$ cat src/rtl/pipelined_control_unit.sv
// rtl/pipelined_control_unit.sv - RISC-V five-stage control path with load-use stall and branch flush
module pipelined_control_unit #(
    parameter int RA_W        = 5,
    parameter int LOAD_STALL  = 1,
    parameter bit SUPPORT_JAL = 1'b0
) (
    input  logic            clk,
    input  logic            rst_n,
    input  logic [6:0]      Opcode,
    input  logic            id_valid,
    input  logic [RA_W-1:0] id_rs1,
    input  logic [RA_W-1:0] id_rs2,
    input  logic [RA_W-1:0] id_rd,
    input  logic            mem_take,
    output logic            stall,
    output logic            flush,
    output logic            ex_ALUSrc,
    output logic [1:0]      ex_ALUOp,
    output logic [RA_W-1:0] ex_rd,
    output logic            mem_MemRead,
    output logic            mem_MemWrite,
    output logic            mem_Branch,
    output logic            mem_Jump,
    output logic [RA_W-1:0] mem_rd,
    output logic            wb_RegWrite,
    output logic            wb_MemtoReg,
    output logic [RA_W-1:0] wb_rd
);

    localparam logic [6:0] OP_R      = 7'b0110011;
    localparam logic [6:0] OP_LOAD   = 7'b0000011;
    localparam logic [6:0] OP_STORE  = 7'b0100011;
    localparam logic [6:0] OP_BRANCH = 7'b1100011;
    localparam logic [6:0] OP_IARITH = 7'b0010011;
    localparam logic [6:0] OP_JAL    = 7'b1101111;

    // LOAD_STALL is legal in 1..3, so the reload value always fits two bits
    localparam logic [1:0] CNT_LOAD = 2'(LOAD_STALL - 1);

    logic            d_alusrc, d_memtoreg, d_regwrite, d_memread;
    logic            d_memwrite, d_branch, d_jump;
    logic [1:0]      d_aluop;
    logic [RA_W-1:0] d_rd;
    logic            use_rs1, use_rs2;

    logic            ex_memread, ex_memwrite, ex_branch, ex_jump;
    logic            ex_regwrite, ex_memtoreg;
    logic            mem_regwrite, mem_memtoreg;

    logic [1:0]      cnt;
    logic            cnt_nz;
    logic            haz;
    logic            id_bubble;

    always_comb begin
        d_alusrc   = 1'b0;
        d_memtoreg = 1'b0;
        d_regwrite = 1'b0;
        d_memread  = 1'b0;
        d_memwrite = 1'b0;
        d_branch   = 1'b0;
        d_jump     = 1'b0;
        d_aluop    = 2'b00;
        d_rd       = '0;
        use_rs1    = 1'b0;
        use_rs2    = 1'b0;
        if (id_valid) begin
            case (Opcode)
                OP_R: begin
                    d_regwrite = 1'b1;
                    d_aluop    = 2'b10;
                    d_rd       = id_rd;
                    use_rs1    = 1'b1;
                    use_rs2    = 1'b1;
                end
                OP_LOAD: begin
                    d_alusrc   = 1'b1;
                    d_memtoreg = 1'b1;
                    d_regwrite = 1'b1;
                    d_memread  = 1'b1;
                    d_rd       = id_rd;
                    use_rs1    = 1'b1;
                end
                OP_STORE: begin
                    d_alusrc   = 1'b1;
                    d_memwrite = 1'b1;
                    d_rd       = id_rd;
                    use_rs1    = 1'b1;
                    use_rs2    = 1'b1;
                end
                OP_BRANCH: begin
                    d_branch = 1'b1;
                    d_aluop  = 2'b01;
                    d_rd     = id_rd;
                    use_rs1  = 1'b1;
                    use_rs2  = 1'b1;
                end
                OP_IARITH: begin
                    d_alusrc   = 1'b1;
                    d_regwrite = 1'b1;
                    d_aluop    = 2'b11;
                    d_rd       = id_rd;
                    use_rs1    = 1'b1;
                end
                OP_JAL: begin
                    if (SUPPORT_JAL) begin
                        d_regwrite = 1'b1;
                        d_jump     = 1'b1;
                        d_rd       = id_rd;
                    end
                end
                default: ;
            endcase
        end
    end

    assign cnt_nz = (cnt != 2'd0);
    assign haz    = ex_memread && (ex_rd != '0) &&
                    (((ex_rd == id_rs1) && use_rs1) || ((ex_rd == id_rs2) && use_rs2));
    assign flush     = mem_take;
    assign stall     = (haz || cnt_nz) && !mem_take;
    assign id_bubble = stall || flush;

    // A hazard seen while the counter is still running is not reloaded;
    // it is re-detected once the counter drains.
    always_ff @(posedge clk or negedge rst_n) begin
        if (!rst_n) begin
            cnt <= 2'd0;
        end else if (mem_take) begin
            cnt <= 2'd0;
        end else if (haz && !cnt_nz) begin
            cnt <= CNT_LOAD;
        end else if (cnt_nz) begin
            cnt <= cnt - 2'd1;
        end
    end

    always_ff @(posedge clk or negedge rst_n) begin
        if (!rst_n) begin
            ex_ALUSrc   <= 1'b0;
            ex_ALUOp    <= 2'b00;
            ex_rd       <= '0;
            ex_memread  <= 1'b0;
            ex_memwrite <= 1'b0;
            ex_branch   <= 1'b0;
            ex_jump     <= 1'b0;
            ex_regwrite <= 1'b0;
            ex_memtoreg <= 1'b0;
        end else if (id_bubble) begin
            ex_ALUSrc   <= 1'b0;
            ex_ALUOp    <= 2'b00;
            ex_rd       <= '0;
            ex_memread  <= 1'b0;
            ex_memwrite <= 1'b0;
            ex_branch   <= 1'b0;
            ex_jump     <= 1'b0;
            ex_regwrite <= 1'b0;
            ex_memtoreg <= 1'b0;
        end else begin
            ex_ALUSrc   <= d_alusrc;
            ex_ALUOp    <= d_aluop;
            ex_rd       <= d_rd;
            ex_memread  <= d_memread;
            ex_memwrite <= d_memwrite;
            ex_branch   <= d_branch;
            ex_jump     <= d_jump;
            ex_regwrite <= d_regwrite;
            ex_memtoreg <= d_memtoreg;
        end
    end

    // The wrong-path instruction in EX is squashed; the taken branch itself moves on to WB.
    always_ff @(posedge clk or negedge rst_n) begin
        if (!rst_n) begin
            mem_MemRead  <= 1'b0;
            mem_MemWrite <= 1'b0;
            mem_Branch   <= 1'b0;
            mem_Jump     <= 1'b0;
            mem_rd       <= '0;
            mem_regwrite <= 1'b0;
            mem_memtoreg <= 1'b0;
        end else if (flush) begin
            mem_MemRead  <= 1'b0;
            mem_MemWrite <= 1'b0;
            mem_Branch   <= 1'b0;
            mem_Jump     <= 1'b0;
            mem_rd       <= '0;
            mem_regwrite <= 1'b0;
            mem_memtoreg <= 1'b0;
        end else begin
            mem_MemRead  <= ex_memread;
            mem_MemWrite <= ex_memwrite;
            mem_Branch   <= ex_branch;
            mem_Jump     <= ex_jump;
            mem_rd       <= ex_rd;
            mem_regwrite <= ex_regwrite;
            mem_memtoreg <= ex_memtoreg;
        end
    end

    always_ff @(posedge clk or negedge rst_n) begin
        if (!rst_n) begin
            wb_RegWrite <= 1'b0;
            wb_MemtoReg <= 1'b0;
            wb_rd       <= '0;
        end else begin
            wb_RegWrite <= mem_regwrite;
            wb_MemtoReg <= mem_memtoreg;
            wb_rd       <= mem_rd;
        end
    end

endmodule

$ cat config.mk
export PLATFORM = sky130hd
export DESIGN_NAME = pipelined_control_unit
export DESIGN_NICKNAME = d
export VERILOG_FILES = /design/src/rtl/pipelined_control_unit.sv
export SDC_FILE = /design/constraint.sdc
export NUM_CORES = 1
export LEC_CHECK = 0
export ABC_AREA = 1
export CORE_MARGIN = 5
export CORE_UTILIZATION = 38
export CTS_CLUSTER_SIZE = 24
export DETAILED_ROUTE_END_ITERATION = 8
export PLACE_DENSITY = 0.76
export SLEW_MARGIN = 10
export SYNTH_ARGS = -nofsm -noshare
export SYNTH_HDL_FRONTEND = slang
export SYNTH_SLANG_ARGS = --single-unit
$ cat constraint.sdc
create_clock -name clk -period 1.17 [get_ports clk]
set_input_delay 0.117 -clock clk [delete_from_list [all_inputs] [get_ports clk]]
set_output_delay 0.117 -clock clk [all_outputs]
set_load 0.01 [all_outputs]
==> results of run 1 <==
[critical path: stages (launching register included)]
cell and delay [ns]:
dfrtp_2 0.46, nand2_1 0.08, nand2_1 0.05, nor2_1 0.10
nand2_1 0.07, nor2_2 0.10, nand2_2 0.05, nand2_2 0.07
nand2_4 0.06, a21oi_4 0.13, buf_6 0.12
[state kept, by name, indices dropped and copies added (netlist names)]
signal        count
ex_rd             5
wb_rd             5
ex_memwrite       1
mem_regwrite      1
wb_MemtoReg       1
ex_ALUOp          2
cnt               2
ex_ALUSrc         1
mem_MemWrite      1
mem_Branch        1
mem_rd            5
ex_memtoreg       1
wb_RegWrite       1
ex_regwrite       1
ex_branch         1
mem_memtoreg      1
[worst paths after layout]
path | from | to | slack, ns | depth (start not counted)
hold / removal | rst_n | mem_rd[4] | 0.15 | 2
setup / recovery | ex_rd[4] | stall | -0.56 | 10
hold reg to reg | mem_regwrite | wb_RegWrite | 0.36 | 0
min in group clk | id_rd[4] | ex_rd[4] | 0.31 | 3
max in group asynchronous | rst_n | ex_rd[4] | 0.86 | 2
setup reg to reg | ex_rd[0] | ex_ALUOp[0] | -0.33 | 9
[repair_timing]
action	CTS	global route
hold endpoints to repair	0	0
cloned	0	0
hold buffers	0	0
setup endpoints to repair	37	20
pin swaps	2	2
gates resized for setup	46	14
setup buffers	3	2
[stage by stage]
step                      setup slack (ns)  hold WS (ns)
after global routing                -0.720         0.155
final                               -0.560         0.145
after global placement              -0.807         0.333
after detailed placement            -0.868         0.341
after CTS                           -0.589         0.141
after floorplan                    -0.0569        -0.179
[synthesized netlist by cell type, types with 2 or more instances]
master / number
dfrtp_1: 30
nand2_1: 30
nor2_1: 28
inv_2: 3
nor3_1: 3
nor2_4: 2
inv_1: 25
o21ai_0: 2
nand2_2: 2
nand4_1: 3
xnor2_1: 2
buf_4: 2
nor2_2: 2
a21oi_1: 2
[layer usage]
metal  routed length (µm)  global-route usage, %
met2                 1330                   22.4
met1                 1050                   14.2
met5                    0                      0
met3                  271                   4.93
met4                   42                   4.47
[report_power, final]
group          internal, µW  switching (µW)  leakage (µW)
Combinational           127            96.2      0.000692
Sequential             1040            1.44      0.000417
Clock                   442             343     0.0000450
Total                  1610             441       0.00115
[final cells by class]
class	count	area, µm²	share of cell area, %
Tap cell	46	57.6	2.69
Multi-Input combinational cell	84	442	20.6
Inverter	28	105	4.91
Clock inverter	3	40.0	1.87
Timing Repair Buffer	76	707	33.0
Clock buffer	5	37.5	1.75
Sequential cell	30	752	35.1
[cell families after synthesis]
logic type / synth area share, %
and+or+nand+nor: 27.6
buffers and inverters: 9.60
DFF: 58.2
AOI/OAI and AO/OA: 2.23
xor gates and xnor gates: 2.04
other: 0.291
==> metrics.md, run 1 <==
| Metric | Value |
|---|---|
| Nets | `251` |
| IO buf count | `50` |
| Drt pass-1 iters | `3` |
| Pleak | `0.00115 µW` |
| Initial antenna violation count | `0` |
| Tcrit/Tclk final | `148%` |
| Main synth FF type | `dfrtp_1` |
| Synth top area cells | `dfrtp_1 58%, nand2_1 8.7%, nor2_1 8.1%, inv_1 7.3%, nor2_4 1.7%` |
| Final instance area | `2140 µm²` |
| Post-layout util | `64.7%` |
| CP required | `1.05 ns` |
| Final critical-path required period | `roughly 1.7 ns` |
| Syn Nets | `171` |
| Critical Setup Path Class | `register to primary output` |
| Core area | `3310 µm²` |
| DP HPWL | `2170 µm` |
| First-pass GRT wire length | `4390 µm` |
| Post-placement cell area | `2010 µm²` |
| Largest net degree at the start of global routing | `31` |
| Total track usage | `12.9%` |
| Final setup vio count | `15` |
| Peak Freq | `578 MHz` |
| DRC | `0` |
| Num ports | `52` |
| Post-Synthesis Cells | `145` |
| WL final | `2690 µm` |
| Most common cell after layout, fill and taps aside | `nand2_1` |
| EDFF count, synth | `0` |
| Area growth syn-to-layout | `66.0%` |
| Leading area contributor after synthesis | `dfrtp_1` |
| Routed length per instance | `9.90 µm` |
| Crit. End Element | `primary output` |
| Post-Layout Cell Count | `272` |
| Peak supply drop | `0.000554 V` |
| Yosys warns | `0` |
| Remaining Overflow, GRT | `0` |
| TritonCTS buffer count | `5` |
| Number of diodes | `0` |
| Seq/Total Area, Yosys | `58.2%` |
| Maximum clock insertion buffer count | `2` |
| Fin. max-slew vios | `0` |
| Mapped Area | `1290 µm²` |
| Fill count | `301` |
| Netlist cell types | `23` |
| Total power | `2050 µW` |
| FP Rows | `21` |
| RSZ-0062 raised after global routing | `yes` |
| Final GP Congestion | `between 0.7 and 0.8` |
| Area share of the largest cell type after synthesis | `58.2%` |
| Post-synthesis async set-or-reset flop share | `100%` |
| CP max FO | `6` |
| Clock sinks | `30` |
| Failing checks | `negative setup slack` |
| Placed Instances | `between 200 and 300` |
| Startpoint Class | `register` |
| TNS Setup | `-3.90 ns` |
| Initial Utilization | `39.0%` |
| Vias per cell | `4.19` |
| Via count | `1,139` |
| Setup Skew | `0.00759 ns` |
| DIE AREA | `approximately 4700 µm²` |
| Arrival time worst endpoint | `1.61 ns` |
| Die width | `68.3 µm` |
| PnR worst setup slack | `-0.560 ns` |
| Max-cap viol count | `0` |
| Most frequent cells in the layout | `30 x nand2_1, 29 x dfrtp_1, 25 x nor2_1, 25 x clkdlybuf4s50_1, 23 x inv_1` |
| Power density over cell area | `957 nW/µm²` |
| Root Buffer | `clkbuf_4` |
| Clock transition at path regs | `0.10 ns` |
| Clock Latency Late Sink | `0.32 ns` |
| Hold Vio Cnt, Final | `0` |
| CTS tree | `built` |
| Status | `finished with violations` |
| H-tree levels | `2` |
| Synthesized flop and latch total | `30` |
| Post-route ant nets | `0` |
| Die Ht | `68.3 µm` |
| Initial DRC count | `21` |
| Layout cells sized above 1 | `27.0%` |
| Vias in the first global route | `1,106` |
| Worst min-delay path class | `primary input to async pin` |
| Syn Area/Cell | `about 8.9 µm²` |
(Power assumes the default switching activity.)
==> inputs of run 2 (changes only) <==
--- a/config.mk
+++ b/config.mk
@@ -6,7 +6,7 @@
 export NUM_CORES = 1
 export LEC_CHECK = 0
 export ABC_AREA = 1
-export CORE_MARGIN = 5
+export CORE_MARGIN = 4
 export CORE_UTILIZATION = 38
 export CTS_CLUSTER_SIZE = 24
 export DETAILED_ROUTE_END_ITERATION = 8
==> metrics.md, run 2 (synthesis results as in run 1) <==
| Metric | Value |
|---|---|
| Hold Vio Cnt, Final | `0 (unchanged)` |
| Clock sinks | `30 (unchanged)` |
| DIE AREA | `4390 µm² (-5.8%)` |
| DP HPWL | `2270 µm (+4.7%)` |
| Tcrit/Tclk final | `146% (-2.0 points)` |
| Initial Utilization | `40.9% (+1.9 points)` |
| Setup Skew | `0.00928 ns (+0.00169 ns)` |
| Startpoint Class | `register` |
| Clock transition at path regs | `0.10 ns (about the same)` |
| Final setup vio count | `14 (-1)` |
| Peak Freq | `586 MHz (+1.4%)` |
| Final hold slack | `0.141 ns (-0.00405 ns)` |
| Critical Setup Path Class | `register to primary output` |
| Sw frac | `23.5% (+2.0 points)` |
| Post-route ant nets | `0 (unchanged)` |
| PnR worst setup slack | `-0.536 ns (+0.0232 ns)` |
| Crit. End Element | `primary output` |
| RSZ-0062 raised after global routing | `yes` |
| Most common cell after layout, fill and taps aside | `nand2_1` |
| Remaining Overflow, GRT | `0 (unchanged)` |
| Largest net degree at the start of global routing | `31 (unchanged)` |
| Fin. max-slew vios | `0 (unchanged)` |
| Root Buffer | `clkbuf_4` |
| Clock Latency Late Sink | `0.33 ns (about the same)` |
| FP Rows | `20 (-4.8%)` |
| Nets | `248 (-1.2%)` |
| IO buf count | `50 (unchanged)` |
| CP required | `1.05 ns (about the same)` |
| Worst min-delay path class | `primary input to async pin` |
| Share of total power in the clock network | `33.4% (-4.9 points)` |
| Sequential share of power | `54.5% (+3.7 points)` |
| Int Pwr | `1460 µW (-9.3%)` |
| DRC | `0 (unchanged)` |
| Initial DRC count | `26 (+24%)` |
| CP max FO | `4 (-2)` |
| Final critical-path required period | `1.71 ns (-0.0232 ns)` |
| Power density over cell area | `906 nW/µm² (-5.3%)` |
| First-pass GRT wire length | `4970 µm (+13%)` |
| Status | `finished with violations` |
| Switching power | `449 µW (+1.8%)` |
| Die Ht | `66.3 µm (-2.9%)` |
| Core area | `3150 µm² (-4.8%)` |
| Initial antenna violation count | `0 (unchanged)` |
| Area growth syn-to-layout | `63.0%` |
| Number of diodes | `0 (unchanged)` |
| Vias per cell | `4.33 (+3.5%)` |
| Comb pwr share | `12.1% (+1.2 points)` |
| Final GP Congestion | `0.762 (+0.74%)` |
| Maximum clock insertion buffer count | `2 (unchanged)` |
| Vias in the first global route | `1,192 (+7.8%)` |
| Most frequent cells in the layout | `30 x nand2_1, 29 x dfrtp_1, 25 x clkdlybuf4s50_1` |
| Peak supply drop | `0.000464 V (-16%)` |
| Arrival time worst endpoint | `1.59 ns (-0.02 ns)` |
| Failing checks | `negative setup slack` |
| Regs by FF count | `ex_rd: 5 flops, mem_rd: 5 flops, wb_rd: 5 flops` |
| Max-cap viol count | `0 (unchanged)` |
| Pleak | `0.00113 µW (-1.9%)` |
| Total track usage | `14.9% (+2.1 points)` |
| Drt pass-1 iters | `4 (+1)` |
| Via count | `1,157 (+1.6%)` |
| Number of hold buffers added after cts | `0 (unchanged)` |
| Layout cells sized above 1 | `26.5% (-0.53 points)` |
| TritonCTS buffer count | `5 (unchanged)` |
| H-tree levels | `2 (unchanged)` |
| Post-layout util | `66.7% (+2.0 points)` |
| CTS tree | `built` |
| Num ports | `52 (unchanged)` |
| Die width | `66.3 µm (-2.9%)` |
| Routed length per instance | `10.9 µm (+9.5%)` |
| WL final | `2900 µm (+7.5%)` |
-- run 2: cell count changes in the layout (fill, tap and decap cells not counted), sizes merged --
cell         previous run  this run
buf                    31        27
dlygate4sd2            17        19
bufinv                  1         0
clkbuf                  6         7
clkinv                  2         1
-- run 2: power by group through the flow --
| stage | logic (µW) | clock network, µW | registers (µW) |
|---|---|---|---|
| final | 231 | 636 | 1040 |
| after floorplan | 67.4 | 0 | 1060 |
| after CTS | 230 | 655 | 1040 |
| after global placement | 222 | 0 | 1060 |
| after global routing | 253 | 701 | 1040 |
| after detailed placement | 230 | 0 | 1060 |
-- run 2: final timing paths --
path                              start           to  slack, ns  depth (start not counted)
setup / recovery               ex_rd[1]        stall      -0.54                          9
hold / removal                    rst_n    ex_branch       0.14                          2
setup reg to reg               ex_rd[3]  ex_ALUOp[0]      -0.30                          9
hold reg to reg            mem_regwrite  wb_RegWrite       0.35                          0
max in group asynchronous         rst_n     ex_rd[4]       0.86                          2
min in group clk               id_rd[4]     ex_rd[4]       0.31                          3
-- run 2: repair_timing --
action	CTS	global route
endpoints found under the hold margin	0	0
endpoints found under the setup margin	37	18
gates resized for setup	46	11
pin swaps	4	4
setup buffers	2	0
gates cloned	0	0
-- run 2: layer usage --
metal	global-route usage (%)	routed length [µm]	vias up
met5	0	0	-
met2	25.9	1450	48
met3	6.46	262	8
met1	16.0	1120	520
met4	5.33	59	0
li1	-	-	581
-- run 2: worst max-delay path, cell delays in order, from the launching register on --
cell and delay, ns:
dfrtp_1 0.41, inv_2 0.08, nand2_1 0.07, nand2_1 0.05, nor3_1 0.18, nand2_1 0.09
nand2_2 0.09, nand2_4 0.06, a21oi_4 0.12, buf_6 0.12
-- run 2: through the flow --
step / TNS (ns) / power (µW) / setup WS, ns / area [µm²] / cells
2_1_floorplan: -0.556 / 1130 / -0.0569 / 1300 / 145
3_3_place_gp: -6.52 / 1280 / -0.809 / 2020 / 259
3_5_place_dp: -7.12 / 1290 / -0.848 / 2020 / 259
4_1_cts: -4.57 / 1920 / -0.541 / 2080 / 268
5_1_grt: -5.90 / 1990 / -0.661 / 2100 / 267
6_report: -3.80 / 1910 / -0.536 / 2100 / 267
-- run 2: layout make-up --
| cell class | instances | area (µm²) |
|---|---|---|
| Fill cell | 268 | 1050 |
| Inverter | 28 | 105 |
| Clock inverter | 1 | 5.00 |
| Clock buffer | 7 | 55.1 |
| Timing Repair Buffer | 73 | 682 |
| Tap cell | 44 | 55.1 |
| Multi-Input combinational cell | 84 | 449 |
| Sequential cell | 30 | 752 |
==> inputs of run 3 (changes only) <==
--- a/config.mk
+++ b/config.mk
@@ -7,10 +7,10 @@
 export LEC_CHECK = 0
 export ABC_AREA = 1
 export CORE_MARGIN = 4
-export CORE_UTILIZATION = 38
+export CORE_UTILIZATION = 32
 export CTS_CLUSTER_SIZE = 24
 export DETAILED_ROUTE_END_ITERATION = 8
-export PLACE_DENSITY = 0.76
+export PLACE_DENSITY = 0.73
 export SLEW_MARGIN = 10
 export SYNTH_ARGS = -nofsm -noshare
 export SYNTH_HDL_FRONTEND = slang
==> metrics.md, run 3 (synthesis results as in run 1) <==
| Metric | Value |
|---|---|
| Status | `finished with violations` |
| Failing checks | `negative setup slack` |
| Arrival time worst endpoint | `1.49 ns (-0.10 ns)` |
| Post-route ant nets | `0 (unchanged)` |
| Initial DRC count | `26 (unchanged)` |
| Routed length per instance | `9.69 µm (-11%)` |
| FP Rows | `22 (+10%)` |
| Nets | `255 (+2.8%)` |
| Initial antenna violation count | `0 (unchanged)` |
| PnR worst setup slack | `-0.439 ns (+0.0972 ns)` |
| CP max stage cell | `dfrtp_2` |
| CTS tree | `built` |
| Final critical-path required period | `1.61 ns (-0.0972 ns)` |
| Total track usage | `11.2% (-3.8 points)` |
| Startpoint Class | `register` |
| Crit-path max cell delay | `0.44 ns (+0.03 ns)` |
| CP max FO | `5 (+1)` |
| Maximum clock insertion buffer count | `2 (unchanged)` |
| Fill count | `331 (+24%)` |
| Largest net degree at the start of global routing | `31 (unchanged)` |
| Number of hold buffers added after cts | `0 (unchanged)` |
| Clock Latency Late Sink | `0.28 ns (-0.05 ns)` |
| Number of diodes | `0 (unchanged)` |
| Crit-path most repeated cell | `nand2_1` |
| Setup Skew | `0.00835 ns (-0.000929 ns)` |
| Crit. End Element | `primary output` |
| WL final | `2680 µm (-7.4%)` |
| Clock transition at path regs | `0.06 ns (-0.04 ns)` |
| IO buf count | `50 (unchanged)` |
| DP HPWL | `2100 µm (-7.3%)` |
| Regs by FF count | `ex_rd: 5 flops, mem_rd: 5 flops, wb_rd: 5 flops` |
| Vias in the first global route | `1,059 (-11%)` |
| Area growth syn-to-layout | `70.7%` |
| Layout cells sized above 1 | `28.8% (+2.4 points)` |
| Remaining Overflow, GRT | `0 (unchanged)` |
| Critical Setup Path Class | `register to primary output` |
| Drt pass-1 iters | `4 (unchanged)` |
| TritonCTS buffer count | `5 (unchanged)` |
| Worst min-delay path class | `primary input to async pin` |
| Peak Freq | `621 MHz (+6.0%)` |
| R2R cell count | `12 (+3)` |
| RR Startpoint | `ex_rd[4]` |
| Num ports | `52 (unchanged)` |
| Placed Instances | `265 (+2.3%)` |
| Core area | `3770 µm² (+20%)` |
| Root Buffer | `clkbuf_8` |
| Final hold slack | `0.193 ns (+0.0520 ns)` |
| First-pass GRT wire length | `4490 µm (-9.7%)` |
| CP required | `1.05 ns (about the same)` |
| Die Ht | `71.5 µm (+7.9%)` |
| Fin. max-slew vios | `0 (unchanged)` |
| Crit path cell chain | `nand2_1 > nand2_1 > nor2_1 > nand2_1 > nor2_2 > nand2_2 > nand2_2 > nand2_4 > a21oi_4 > buf_6` |
| Setup slack, reg-to-reg | `-0.36 ns (-0.06 ns)` |
| Via count | `1,123 (-2.9%)` |
| Most common cell after layout, fill and taps aside | `nand2_1` |
| Post-Layout Cell Count | `277 (+3.7%)` |
| Max-cap viol count | `0 (unchanged)` |
| Hold Vio Cnt, Final | `0 (unchanged)` |
| Clock sinks | `30 (unchanged)` |
| Final GP Congestion | `0.772 (+1.3%)` |
| Worst setup path startpoint | `ex_rd[4]` |
| Multi-input gate area | `442 µm² (-1.7%)` |
| Register Area | `753 µm² (+0.17%)` |
| Die width | `71.5 µm (+7.9%)` |
| Power density over cell area | `1050 nW/µm² (+15%)` |
| Final setup vio count | `15 (+1)` |
| DIE AREA | `5110 µm² (+16%)` |
| Most frequent cells in the layout | `30 x nand2_1, 28 x dfrtp_1, 25 x nor2_1, 25 x clkdlybuf4s50_1` |
| Peak supply drop | `0.000830 V (+79%)` |
| Initial Utilization | `34.2% (-6.7 points)` |
| Reg-to-Reg End | `ex_ALUOp[0]` |
| DRC | `0 (unchanged)` |
| End point of the critical path | `stall` |
| H-tree levels | `2 (unchanged)` |
| Tcrit/Tclk final | `138% (-8.3 points)` |
| RSZ-0062 raised after global routing | `yes` |
| Vias per cell | `4.05 (-6.4%)` |
| Pleak | `0.00119 µW (+5.4%)` |
run 3: cell count changes in the layout (fill, tap and decap cells not counted), sizes merged:
cell,delta
buf,+8
clkdlybuf4s15,-2
bufinv,+1
clkinv,-1
run 3: what timing repair did:
action                     4_1_cts  5_1_grt
pin swaps                        1        1
gates cloned                     0        0
gates resized for setup         48       11
buffers inserted                 4        3
setup endpoints to repair       37       15
run 3: area by class of cell:
type | instances | area share, %
sequential | 30 | 34.2
inverter | 28 | 4.77
tap | 48 | 2.73
clock inverter | 1 | 1.36
clock buffer | 6 | 3.75
timing repair buffer | 80 | 33.1
multi-input combinational | 84 | 20.1
run 3: metal layers:
layer	routed length, µm	track usage [%]	part of all wire, %
met1	1140	13.5	42
met2	1280	17.9	48
met3	263	6.03	9.8
met4	0	1.88	0
met5	0	0	0
run 3: worst min path at each step:
stage            startpoint            to  slack [ns]  cells after the start
6_report              rst_n  mem_memtoreg        0.19                      2
2_1_floorplan         rst_n        cnt[0]       -0.18                      0
4_1_cts               rst_n     ex_branch        0.20                      2
3_5_place_dp   mem_regwrite   wb_RegWrite        0.34                      0
5_1_grt               rst_n      wb_rd[1]        0.20                      2
3_3_place_gp   mem_regwrite   wb_RegWrite        0.33                      0
run 3: power breakdown:
group | internal (µW) | switching, µW
registers | 1040 | 1.46
clock network | 680 | 358
logic | 126 | 96.0
total | 1850 | 455
run 3: per-stage QoR:
step                area, µm²  worst slack, ns  util [%]  total power [µW]  TNS [ns]
detailed placement       2040           -0.838      54.2              1280     -7.14
global route             2200           -0.568      58.4              2390     -6.13
floorplan                1300          -0.0569         -              1130    -0.556
finish                   2200           -0.439      58.4              2300     -4.29
global placement         2040           -0.830      54.2              1280     -6.97
CTS                      2160           -0.457      57.3              2320     -4.38
run 3: worst max-delay path, delay by kind of cell (launching register included):
family | cells | cell delay [ns]
buf+inv | 1 | 0.11
compound gates | 1 | 0.11
flops | 1 | 0.44
simple gates | 8 | 0.57
